**src/rtl/mem_access_unit_pkg.sv**
```systemverilog
// Shared definitions for the data-side memory access unit.
// Access-length codes match the decoder's memory-length encoding (B/H/W/WL/WR).
// Optional build macro: MEM_UNALIGNED_EXC_EN (see mem_access_unit.sv).
package mem_access_unit_pkg;

    // Access length codes driven by the decoder on its 3-bit length output
    localparam logic [2:0] MEM_LEN_B  = 3'd0;
    localparam logic [2:0] MEM_LEN_H  = 3'd1;
    localparam logic [2:0] MEM_LEN_W  = 3'd2;
    localparam logic [2:0] MEM_LEN_WL = 3'd3;
    localparam logic [2:0] MEM_LEN_WR = 3'd4;

    // Transaction FSM encodings
    typedef enum logic [1:0] {
        ST_IDLE   = 2'd0,
        ST_ACCESS = 2'd1,
        ST_RESP   = 2'd2
    } state_t;

    // Byte offset actually used on the bus: H keeps only bit 1, W (and any
    // unknown length, which behaves as W) is always word aligned.
    function automatic logic [1:0] normOffset(input logic [2:0] len, input logic [1:0] off);
        case (len)
            MEM_LEN_B, MEM_LEN_WL, MEM_LEN_WR: return off;
            MEM_LEN_H:                         return {off[1], 1'b0};
            default:                           return 2'b00;
        endcase
    endfunction

    // True when the natural alignment of the access is violated.
    // B, WL and WR are legal at any offset.
    function automatic logic isMisaligned(input logic [2:0] len, input logic [1:0] off);
        case (len)
            MEM_LEN_B, MEM_LEN_WL, MEM_LEN_WR: return 1'b0;
            MEM_LEN_H:                         return off[0];
            default:                           return (off != 2'b00);
        endcase
    endfunction

endpackage

```
**src/rtl/mem_access_unit_lane.sv**
```systemverilog
// Combinational byte-lane steering for the memory access unit.
// Stores: byte enables and lane-shifted write data.
// Loads: byte/half extraction with zero/sign extension, and the LWL/LWR
// merge of bus data into the old register value. Little-endian.
module mem_lane_align
    import mem_access_unit_pkg::*;
(
    input  logic [2:0]  len,
    input  logic        sgn,
    input  logic [1:0]  off,
    input  logic [31:0] storeData,
    input  logic [31:0] memData,
    input  logic [31:0] rtOld,
    output logic [3:0]  be,
    output logic [31:0] busData,
    output logic [31:0] loadData
);

    localparam logic [31:0] ALL_ONES = 32'hFFFF_FFFF;

    logic [4:0]  shO;       // 8*o
    logic [4:0]  shInvO;    // 8*(3-o)
    logic [31:0] memShr;    // bus word moved so that byte o sits in lane 0

    assign shO    = {off, 3'b000};
    assign shInvO = {~off, 3'b000};
    assign memShr = memData >> shO;

    // Lane selection per access length; unknown lengths fall back to W
    always_comb begin
        be       = 4'hF;
        busData  = storeData;
        loadData = memData;
        case (len)
            MEM_LEN_B: begin
                be       = 4'b0001 << off;
                busData  = {4{storeData[7:0]}};
                loadData = {{24{sgn & memShr[7]}}, memShr[7:0]};
            end
            MEM_LEN_H: begin
                be       = 4'b0011 << off;
                busData  = {2{storeData[15:0]}};
                loadData = {{16{sgn & memShr[15]}}, memShr[15:0]};
            end
            MEM_LEN_WL: begin
                case (off)
                    2'd0:    be = 4'b0001;
                    2'd1:    be = 4'b0011;
                    2'd2:    be = 4'b0111;
                    default: be = 4'b1111;
                endcase
                busData  = storeData >> shInvO;
                loadData = (memData << shInvO) | (rtOld & ~(ALL_ONES << shInvO));
            end
            MEM_LEN_WR: begin
                be       = 4'hF << off;
                busData  = storeData << shO;
                loadData = memShr | (rtOld & ~(ALL_ONES >> shO));
            end
            default: begin
                be       = 4'hF;
                busData  = storeData;
                loadData = memData;
            end
        endcase
    end

endmodule

```
**src/rtl/mem_access_unit.sv**
```systemverilog
// Data-side memory port: one load/store per transaction on a word-wide bus
// with byte enables, returning the aligned/extended/merged load result.
// Optional macro MEM_UNALIGNED_EXC_EN: misaligned H/W accesses finish with
// addr_err and no bus cycle. Without it, addr_err is 0 and the low address
// bits of H/W accesses are forced to their aligned values.
// TIMEOUT_CYCLES must fit in the counter: 2**CNT_W > TIMEOUT_CYCLES.
//
// Handshake: req is sampled only while busy==0 and with exactly one of
// read/write set; anything else is dropped, not queued. mem_req stays high
// with stable mem_we/mem_addr/mem_be/mem_wdata until the cycle mem_ack is
// seen; mem_ack outside that window is ignored. done is a one-cycle pulse,
// with rdata/addr_err/bus_err valid alongside it.
module mem_access_unit
    import mem_access_unit_pkg::*;
#(
    parameter int TIMEOUT_CYCLES = 256,
    parameter int CNT_W          = 9
)
(
    input  logic        clk,
    input  logic        rst_n,
    input  logic        req,
    input  logic        read,
    input  logic        write,
    input  logic [2:0]  len,
    input  logic        sgn,
    input  logic [31:0] addr,
    input  logic [31:0] wdata,
    input  logic [31:0] rt_old,
    output logic        busy,
    output logic        done,
    output logic [31:0] rdata,
    output logic        addr_err,
    output logic        bus_err,
    output logic        mem_req,
    output logic        mem_we,
    output logic [31:0] mem_addr,
    output logic [3:0]  mem_be,
    output logic [31:0] mem_wdata,
    input  logic [31:0] mem_rdata,
    input  logic        mem_ack
);

    localparam logic [CNT_W-1:0] CNT_LAST = CNT_W'(TIMEOUT_CYCLES - 1);

    state_t           state;
    logic [CNT_W-1:0] cnt;

    // Captured request
    logic [2:0]  lenQ;
    logic        sgnQ;
    logic [1:0]  offQ;
    logic [31:0] rtOldQ;

    // Registered outputs
    logic        busyQ;
    logic        doneQ;
    logic [31:0] rdataQ;
    logic        addrErrQ;
    logic        busErrQ;
    logic        memReqQ;
    logic        memWeQ;
    logic [31:0] memAddrQ;
    logic [3:0]  memBeQ;
    logic [31:0] memWdataQ;

    logic        accept;
    logic        misalignedNow;
    logic [1:0]  offNorm;
    logic [2:0]  alignLen;
    logic [1:0]  alignOff;
    logic [3:0]  alignBe;
    logic [31:0] alignBusData;
    logic [31:0] alignLoadData;

    assign accept  = (state == ST_IDLE) && req && (read ^ write);
    assign offNorm = normOffset(len, addr[1:0]);

`ifdef MEM_UNALIGNED_EXC_EN
    assign misalignedNow = isMisaligned(len, addr[1:0]);
`else
    assign misalignedNow = 1'b0;
`endif

    // In IDLE the lane logic sees the live request (store lanes, enables);
    // afterwards it sees the captured request (load extract/merge).
    assign alignLen = (state == ST_IDLE) ? len     : lenQ;
    assign alignOff = (state == ST_IDLE) ? offNorm : offQ;

    mem_lane_align uLane (
        .len       (alignLen),
        .sgn       (sgnQ),
        .off       (alignOff),
        .storeData (wdata),
        .memData   (mem_rdata),
        .rtOld     (rtOldQ),
        .be        (alignBe),
        .busData   (alignBusData),
        .loadData  (alignLoadData)
    );

    // Transaction FSM with all outputs registered
    always_ff @(posedge clk or negedge rst_n) begin
        if (!rst_n) begin
            state     <= ST_IDLE;
            cnt       <= '0;
            lenQ      <= 3'd0;
            sgnQ      <= 1'b0;
            offQ      <= 2'd0;
            rtOldQ    <= 32'd0;
            busyQ     <= 1'b0;
            doneQ     <= 1'b0;
            rdataQ    <= 32'd0;
            addrErrQ  <= 1'b0;
            busErrQ   <= 1'b0;
            memReqQ   <= 1'b0;
            memWeQ    <= 1'b0;
            memAddrQ  <= 32'd0;
            memBeQ    <= 4'd0;
            memWdataQ <= 32'd0;
        end else begin
            case (state)
                ST_IDLE: begin
                    if (accept) begin
                        busyQ  <= 1'b1;
                        lenQ   <= len;
                        sgnQ   <= sgn;
                        offQ   <= offNorm;
                        rtOldQ <= rt_old;
                        cnt    <= '0;
                        if (misalignedNow) begin
                            // Rejected without touching the bus
                            addrErrQ <= 1'b1;
                            doneQ    <= 1'b1;
                            state    <= ST_RESP;
                        end else begin
                            memReqQ   <= 1'b1;
                            memWeQ    <= write;
                            memAddrQ  <= {addr[31:2], 2'b00};
                            memBeQ    <= alignBe;
                            memWdataQ <= alignBusData;
                            state     <= ST_ACCESS;
                        end
                    end
                end
                ST_ACCESS: begin
                    cnt <= cnt + 1'b1;
                    if (mem_ack) begin
                        memReqQ <= 1'b0;
                        doneQ   <= 1'b1;
                        if (!memWeQ) begin
                            rdataQ <= alignLoadData;
                        end
                        state <= ST_RESP;
                    end else if (cnt == CNT_LAST) begin
                        memReqQ <= 1'b0;
                        busErrQ <= 1'b1;
                        doneQ   <= 1'b1;
                        state   <= ST_RESP;
                    end
                end
                ST_RESP: begin
                    doneQ    <= 1'b0;
                    busyQ    <= 1'b0;
                    busErrQ  <= 1'b0;
                    addrErrQ <= 1'b0;
                    state    <= ST_IDLE;
                end
                default: begin
                    state <= ST_IDLE;
                end
            endcase
        end
    end

    assign busy      = busyQ;
    assign done      = doneQ;
    assign rdata     = rdataQ;
    assign addr_err  = addrErrQ;
    assign bus_err   = busErrQ;
    assign mem_req   = memReqQ;
    assign mem_we    = memWeQ;
    assign mem_addr  = memAddrQ;
    assign mem_be    = memBeQ;
    assign mem_wdata = memWdataQ;

endmodule

```
**config.mk**
```make
export PLATFORM = sky130hd
export DESIGN_NAME = mem_access_unit
export DESIGN_NICKNAME = d
export VERILOG_FILES = /design/src/rtl/mem_access_unit_pkg.sv /design/src/rtl/mem_access_unit_lane.sv /design/src/rtl/mem_access_unit.sv
export SDC_FILE = /design/constraint.sdc
export NUM_CORES = 1
export LEC_CHECK = 0
export ABC_AREA = 1
export CAP_MARGIN = 20
export CORE_MARGIN = 2
export CORE_UTILIZATION = 34
export CTS_CLUSTER_SIZE = 12
export DETAILED_ROUTE_END_ITERATION = 16
export PLACE_DENSITY = 0.7
export SLEW_MARGIN = 20
export SYNTH_ARGS = -nofsm -noshare
export SYNTH_HDL_FRONTEND = slang
export SYNTH_HIERARCHICAL = 1
export SYNTH_SLANG_ARGS = --single-unit
```
**constraint.sdc**
```tcl
create_clock -name clk -period 3.55 [get_ports clk]
set_clock_uncertainty 0.2 [all_clocks]
set_input_delay 0.355 -clock clk [delete_from_list [all_inputs] [get_ports clk]]
set_output_delay 0.355 -clock clk [all_outputs]
set_load 0.005 [all_outputs]
```
; ---- Yosys cells after proc, flatten, opt, wreduce, memory -nomap -nowiden
; Index checks and enable logic that the tools add are counted.
[totals]
regBits = 152
latchBits = 0
ramBits = 0
romBits = 0
in_bits = 138
output_inout_bits = 106
wordCells = 92
mem_count = 0
[op_classes]
addsub = 1
n_mul = 0
div = 0
magnitude_cmp = 0
eq_ne = 15
shifts = 9
muxes = 23
bitwise_logic = 11
n_reduce_logical = 18
[op_table]
columns = cell, n
row1 = 32-bit case mux with 4 select lines, 2
row2 = 32-bit AND, 2
row3 = 32-bit NOT, 2
row4 = 32-bit OR, 2
row5 = 32-bit by 5-bit << shifter with 32-bit output, 2
row6 = 32-bit by 5-bit >> shifter with 32-bit output, 2
row7 = "32-bit by 5-bit << shifter with 32-bit output, first input constant", 1
row8 = "32-bit by 5-bit >> shifter with 32-bit output, first input constant", 1
row9 = 9-bit case mux with 2 select lines, 1
row10 = 4-bit case mux with 4 select lines, 1
row11 = 4-bit case mux with 3 select lines, 1
row12 = 2-bit AND reduction, 5
row13 = "9-bit by 1-bit adder with 9-bit output, second input constant", 1
row14 = "9-bit by 8-bit equality test with 1-bit output, second input constant", 1
row15 = 9-bit 2-to-1 mux, 1
row16 = 3-bit AND reduction, 3
row17 = 2-bit 2-to-1 mux, 4
row18 = 1-bit case mux with 2 select lines, 4
row19 = 2-bit case mux with 2 select lines, 2
row20 = "3-bit by 1-bit equality test with 1-bit output, second input constant", 2
row21 = "3-bit by 2-bit equality test with 1-bit output, second input constant", 2
row22 = "3-bit equality test, second input constant", 2
row23 = 3-bit logical NOT, 2
row24 = 1-bit 2-to-1 mux, 6
row25 = other kinds (16), 25

; ---- Logic depth before layout (Yosys ltp)
[depth]
word_depth = 10
mapped_depth = 17

; ---- Modules after synthesis
; The synthesis kept the hierarchy.
[modules_own_cells]
columns = module, n_inst, cells_each, area_per_inst_um2
row1 = mem_access_unit, 1, 715, 6174.7
row2 = mem_lane_align, 1, 748, 3443.3

; ---- Worst setup path after synthesis
; Ideal clock, no wire load.
[synth_timing]
path_type = register to register
start = register state[0]
end = register rdataQ[21], in the netlist rdata[21]
setup_ns = 0.130
arrival_time_ns = 2.178
required_ns = 3.220
setup_slack_ns = 1.042
stages_incl_launch_ff = 16
n_path_buf = 2
cell_sequence = dfrtp_1 > inv_1 > ha_1 > buf_4 > inv_1 > o21ai_0 > inv_2 > nand2_1 > nand3_1 > nand3_1 > nand2_2 > nand2_4 > buf_6 > nand3_2 > inv_1 > o21ai_0
[synth_between]
elab_chain_len = 8
word_cells_on_any_way = 23
cone_classes = 4 x eq/ne / 4 x shift / 3 x mux / 9 x bitwise / 3 x reduce/logical
[synth_lines]
columns = element, line
row1 = start: declaration, mem_access_unit.sv:46  ; state_t state;
row2 = start signal: assignment, mem_access_unit.sv:105  ; state <= ST_IDLE;
row3 = start signal: assignment, mem_access_unit.sv:135  ; state <= ST_RESP;
row4 = start signal: assignment, mem_access_unit.sv:142  ; state <= ST_ACCESS;
row5 = 2-bit logical NOT (*), mem_access_unit.sv:88  ; assign alignOff = (state == ST_IDLE) ? offNorm : offQ;
row6 = 2-bit 2-to-1 mux (*), mem_access_unit.sv:88
row7 = net alignOff[0], mem_access_unit.sv:71  ; logic [1:0] alignOff;
row8 = 2-bit NOT, mem_access_unit_lane.sv:26  ; assign shInvO = {~off, 3'b000};
row9 = 32-bit by 5-bit << shifter with 32-bit output, mem_access_unit_lane.sv:53  ; loadData = (memData << shInvO) | (rtOld & ~(ALL_ONES << shInvO));
row10 = 32-bit NOT, mem_access_unit_lane.sv:53
row11 = 32-bit AND, mem_access_unit_lane.sv:53
row12 = 32-bit OR, mem_access_unit_lane.sv:53
row13 = 32-bit case mux with 4 select lines (*), mem_access_unit_lane.sv:34  ; case (len)
row14 = net alignLoadData[21], mem_access_unit.sv:74  ; logic [31:0] alignLoadData;
row15 = end signal: assignment, mem_access_unit.sv:152  ; rdataQ <= alignLoadData;
row16 = end: declaration, mem_access_unit.sv:58  ; logic [31:0] rdataQ;
; Mark *: on every way through the listed nets, which the timed path passes. The rest lies on a longest branch.
; A chain may end at the register's enable or synchronous reset.

; ---- Final worst setup path
[layout_timing]
start = register state[0]
end = register rdataQ[16], in the netlist rdata[16]
[layout_between]
word_cells_on_any_way = 23
cone_classes = 4 x eq/ne / 4 x shift / 3 x mux / 9 x bitwise / 3 x reduce/logical
[layout_lines]
columns = element, line
row1 = 2-bit logical NOT (*), mem_access_unit.sv:87  ; assign alignLen = (state == ST_IDLE) ? len : lenQ;
row2 = 3-bit 2-to-1 mux (*), mem_access_unit.sv:87
row3 = net alignLen[2], mem_access_unit.sv:70  ; logic [2:0] alignLen;
row4 = "3-bit equality test, or another cell as far along", mem_access_unit_lane.sv:34
row5 = 32-bit case mux with 4 select lines (*), mem_access_unit_lane.sv:34
row6 = net alignLoadData[16], mem_access_unit.sv:74
; Marks and branches as above.

==> results.toml <==
[run_status]
status = "completed"

[timing]
slew_viol_final = 0
setup_violations = 0
fin_crit_sh_pct = 91.2
fin_crit_ns = 3.24
hold_viol_final = 0
relSlewSlack_pct = 39.2
fmax_mhz = 309
tightest_slew_ns = 0.912
rsz0062_at_grt = "false"
fin_tns_setup_ns = 0

[synthesis]
synth-seq-cells = 152
synthDistinctLibCells = 35
synth_cells = 1463
yosys.area.top_type_share_pct = 39.5
syn_area_per_cell_sq_um = 6.57
async_reset_ff_share_pct = 100
syn_area_sq_mm = 0.00962
synth-edff-count = 0
synth.most_common_cell = "nand2_1"
yosysWarnings = 6
netlist_top_cells_area = "dfrtp_1 40%, nand2_1 26%, nand3_1 8.3%"
yosysSeqAreaShare_pct = 39.5
synth_ff_type = "dfrtp_1"
yosys.area.top_type = "dfrtp_1"
netlist_top_cells_count = "667 x nand2_1, 159 x nand3_1, 152 x dfrtp_1"

[power_and_ir_drop]
power.density_mw_per_mm2 = 880
comb_power_share_pct = 57.2
finalPower_uw = 11400
pwr-share-clk_pct = 16.6
seqPwrFrac_pct = 26.2
p_switching_uw = 5230
p_leak_uw = 0.00649
vdd_drop_max_mv = 0.412
p_sw_share_pct = 45.9
intPower_uw = 6170

[floorplan]
die_w_um = 172
core-area_sq_mm = 0.0278
die_area_sq_mm = 0.0296
die_h_um = 172
ios = 244
num_rows = 61
start_util_pct = 34.6

[global_route]
grt_pass1_vias = 9839
grt_pass1_wl_um = 53300
antenna_found_initial = 0
grt_usage_pct = 23.2
grt.overflow.total = 0
grt_max_degree = 88

[critical_path]
slowest_delay_ns = 0.47
start_kind = "register"
r2r_end = "rdata[16]"
rr_startpoint = "state[0]"
cp.required_ns = 3.70
reg2regPathDepth = 13
arrival_ns = 3.39
path_cells = "inv_1, ha_1, inv_1, o21ai_1, inv_2, nand2_1, nand2_2, inv_2, buf_4, nand2_1, nand3_1, inv_1, o21ai_0"
path_class = "register to register"
endpoint_kind = "register"
path_buf_inv = 6
reg2reg_slack_ns = 0.31
worstSetupEndpoint = "rdata[16]"
cpMostUsedCell = "inv_1"
cp_slowest_cell = "buf_4"
setup.worst_path.start = "state[0]"
path_max_fanout = 48
path_depth = 13
crit_family = "buffers and inverters"

[cts]
cts_tree = "done"
cts_setup_buffers = 0
clock-sinks = 152
numCtsBuffers = 17
insertion_delay_ns = 0.43
htree_levels = 4
cts.path.max_buffers = 2
cts-root-buf = "clkbuf_16"
clk_pin_slew_ns = 0.07

[route]
drc_errors = 0
drt-pass1-iter-count = 6
vias = 10403
drt-total-wl_um = 33600
vias_per_cell = 5.02
wire_per_inst_um = 16.2
first_iter_violations = 1032
ant_nets = 0

[placement]
place_hpwl_um = 24600
io_buffers = 240
globalplace.congestion = 0.920
dp.cells = 2036
placed_cell_area_sq_mm = 0.0123

[final_layout]
fin_nets = 1822
area_growth_pct = 34.7
final_area_sq_mm = 0.0130
stdcell_count = 2071
drive_gt1_share_pct = 5.80
fill_cells = 2848

[worst_hold_path]
hp-class = "input port to async pin"

[run]
maxCapViolations = 0
-- timing repair --
item,CTS,global route
hold endpoints to repair,44,0
hold buffers,1,0
gates resized for setup,0,1
endpoints found under the setup margin,0,31
-- flip-flops by register name, indices dropped and copies added, names as in the netlist --
| register | flops |
|---|---|
| bus_err | 1 |
| busy | 1 |
| cnt | 9 |
| done | 1 |
| lenQ | 3 |
| mem_addr | 30 |
| mem_be | 4 |
| mem_req | 1 |
| mem_wdata | 32 |
| mem_we | 1 |
| offQ | 2 |
| rdata | 32 |
| rtOldQ | 32 |
| sgnQ | 1 |
| state | 2 |
-- layout by cell type, fill, tap and decap left out, types with 17 or more instances in the layout --
master / n
clkbuf_16: 17
a21oi_1: 21
nand3_1: 159
nor2_1: 91
dfrtp_1: 152
buf_4: 29
clkdlybuf4s50_1: 239
o21ai_0: 80
inv_1: 107
nand4_1: 21
nand2_1: 667
-- routing by layer --
layer / vias to the layer above / track usage, % / share of wire, %
met3: 70 / 6.27 / 9.8
met5: - / 0 / 0
met2: 541 / 35.4 / 43
li1: 5054 / - / -
met1: 4738 / 31.3 / 44
met4: 0 / 9.10 / 3.3
-- power groups by stage --
| stage | clock network [uW] | registers, uW | logic [uW] |
|---|---|---|---|
| floorplan | 0 | 2910 | 3880 |
| global placement | 0 | 3000 | 6360 |
| detailed placement | 0 | 3000 | 6440 |
| CTS | 1930 | 2990 | 6470 |
| global route | 2010 | 3070 | 7270 |
| finish | 1890 | 2990 | 6520 |
-- final cells by class --
type | instances | area, sq um | share of cell area [%]
clock inverters | 14 | 164 | 1.27
flip-flops and latches | 152 | 3800 | 29.4
inverters | 113 | 428 | 3.30
repair buffers | 272 | 2670 | 20.6
multi-input cells | 1122 | 4970 | 38.4
diodes | 2 | 5.00 | 0.0386
clock buffers | 18 | 439 | 3.39
well taps | 378 | 473 | 3.65
-- worst min path at each step --
stage / from / to / slack, ns / depth (start not counted)
floorplan: rst_n / bus_err / -0.14 / 0
global placement: rst_n / state[1] / 0.13 / 1
detailed placement: rst_n / state[0] / 0.13 / 1
CTS: addr[20] / mem_addr[20] / 0.23 / 3
global route: rt_old[14] / rtOldQ[14] / 0.25 / 3
finish: rst_n / state[0] / 0.23 / 2
-- metrics by stage --
step                      setup WS [ns]  hold WS [ns]  utilization, %
final                             0.311         0.228            46.6
after floorplan                    1.04        -0.141               -
after CTS                         0.168         0.233            46.6
after detailed placement          0.196         0.132            44.4
after global placement            0.252         0.132            44.4
after global routing            0.00374         0.250            46.6
-- kinds of logic after synthesis --
| family | after synthesis | share of synthesized area (%) |
|---|---|---|
| and+or+nand+nor | 987 | 43.5 |
| buffers and inverters | 191 | 9.15 |
| DFF | 152 | 39.5 |
| AOI/OAI and AO/OA | 125 | 6.91 |
| adders and majority gates | 6 | 0.781 |
| xor gates and xnor gates | 1 | 0.0911 |
| other | 1 | 0.0390 |
(Power assumes the default switching activity.)
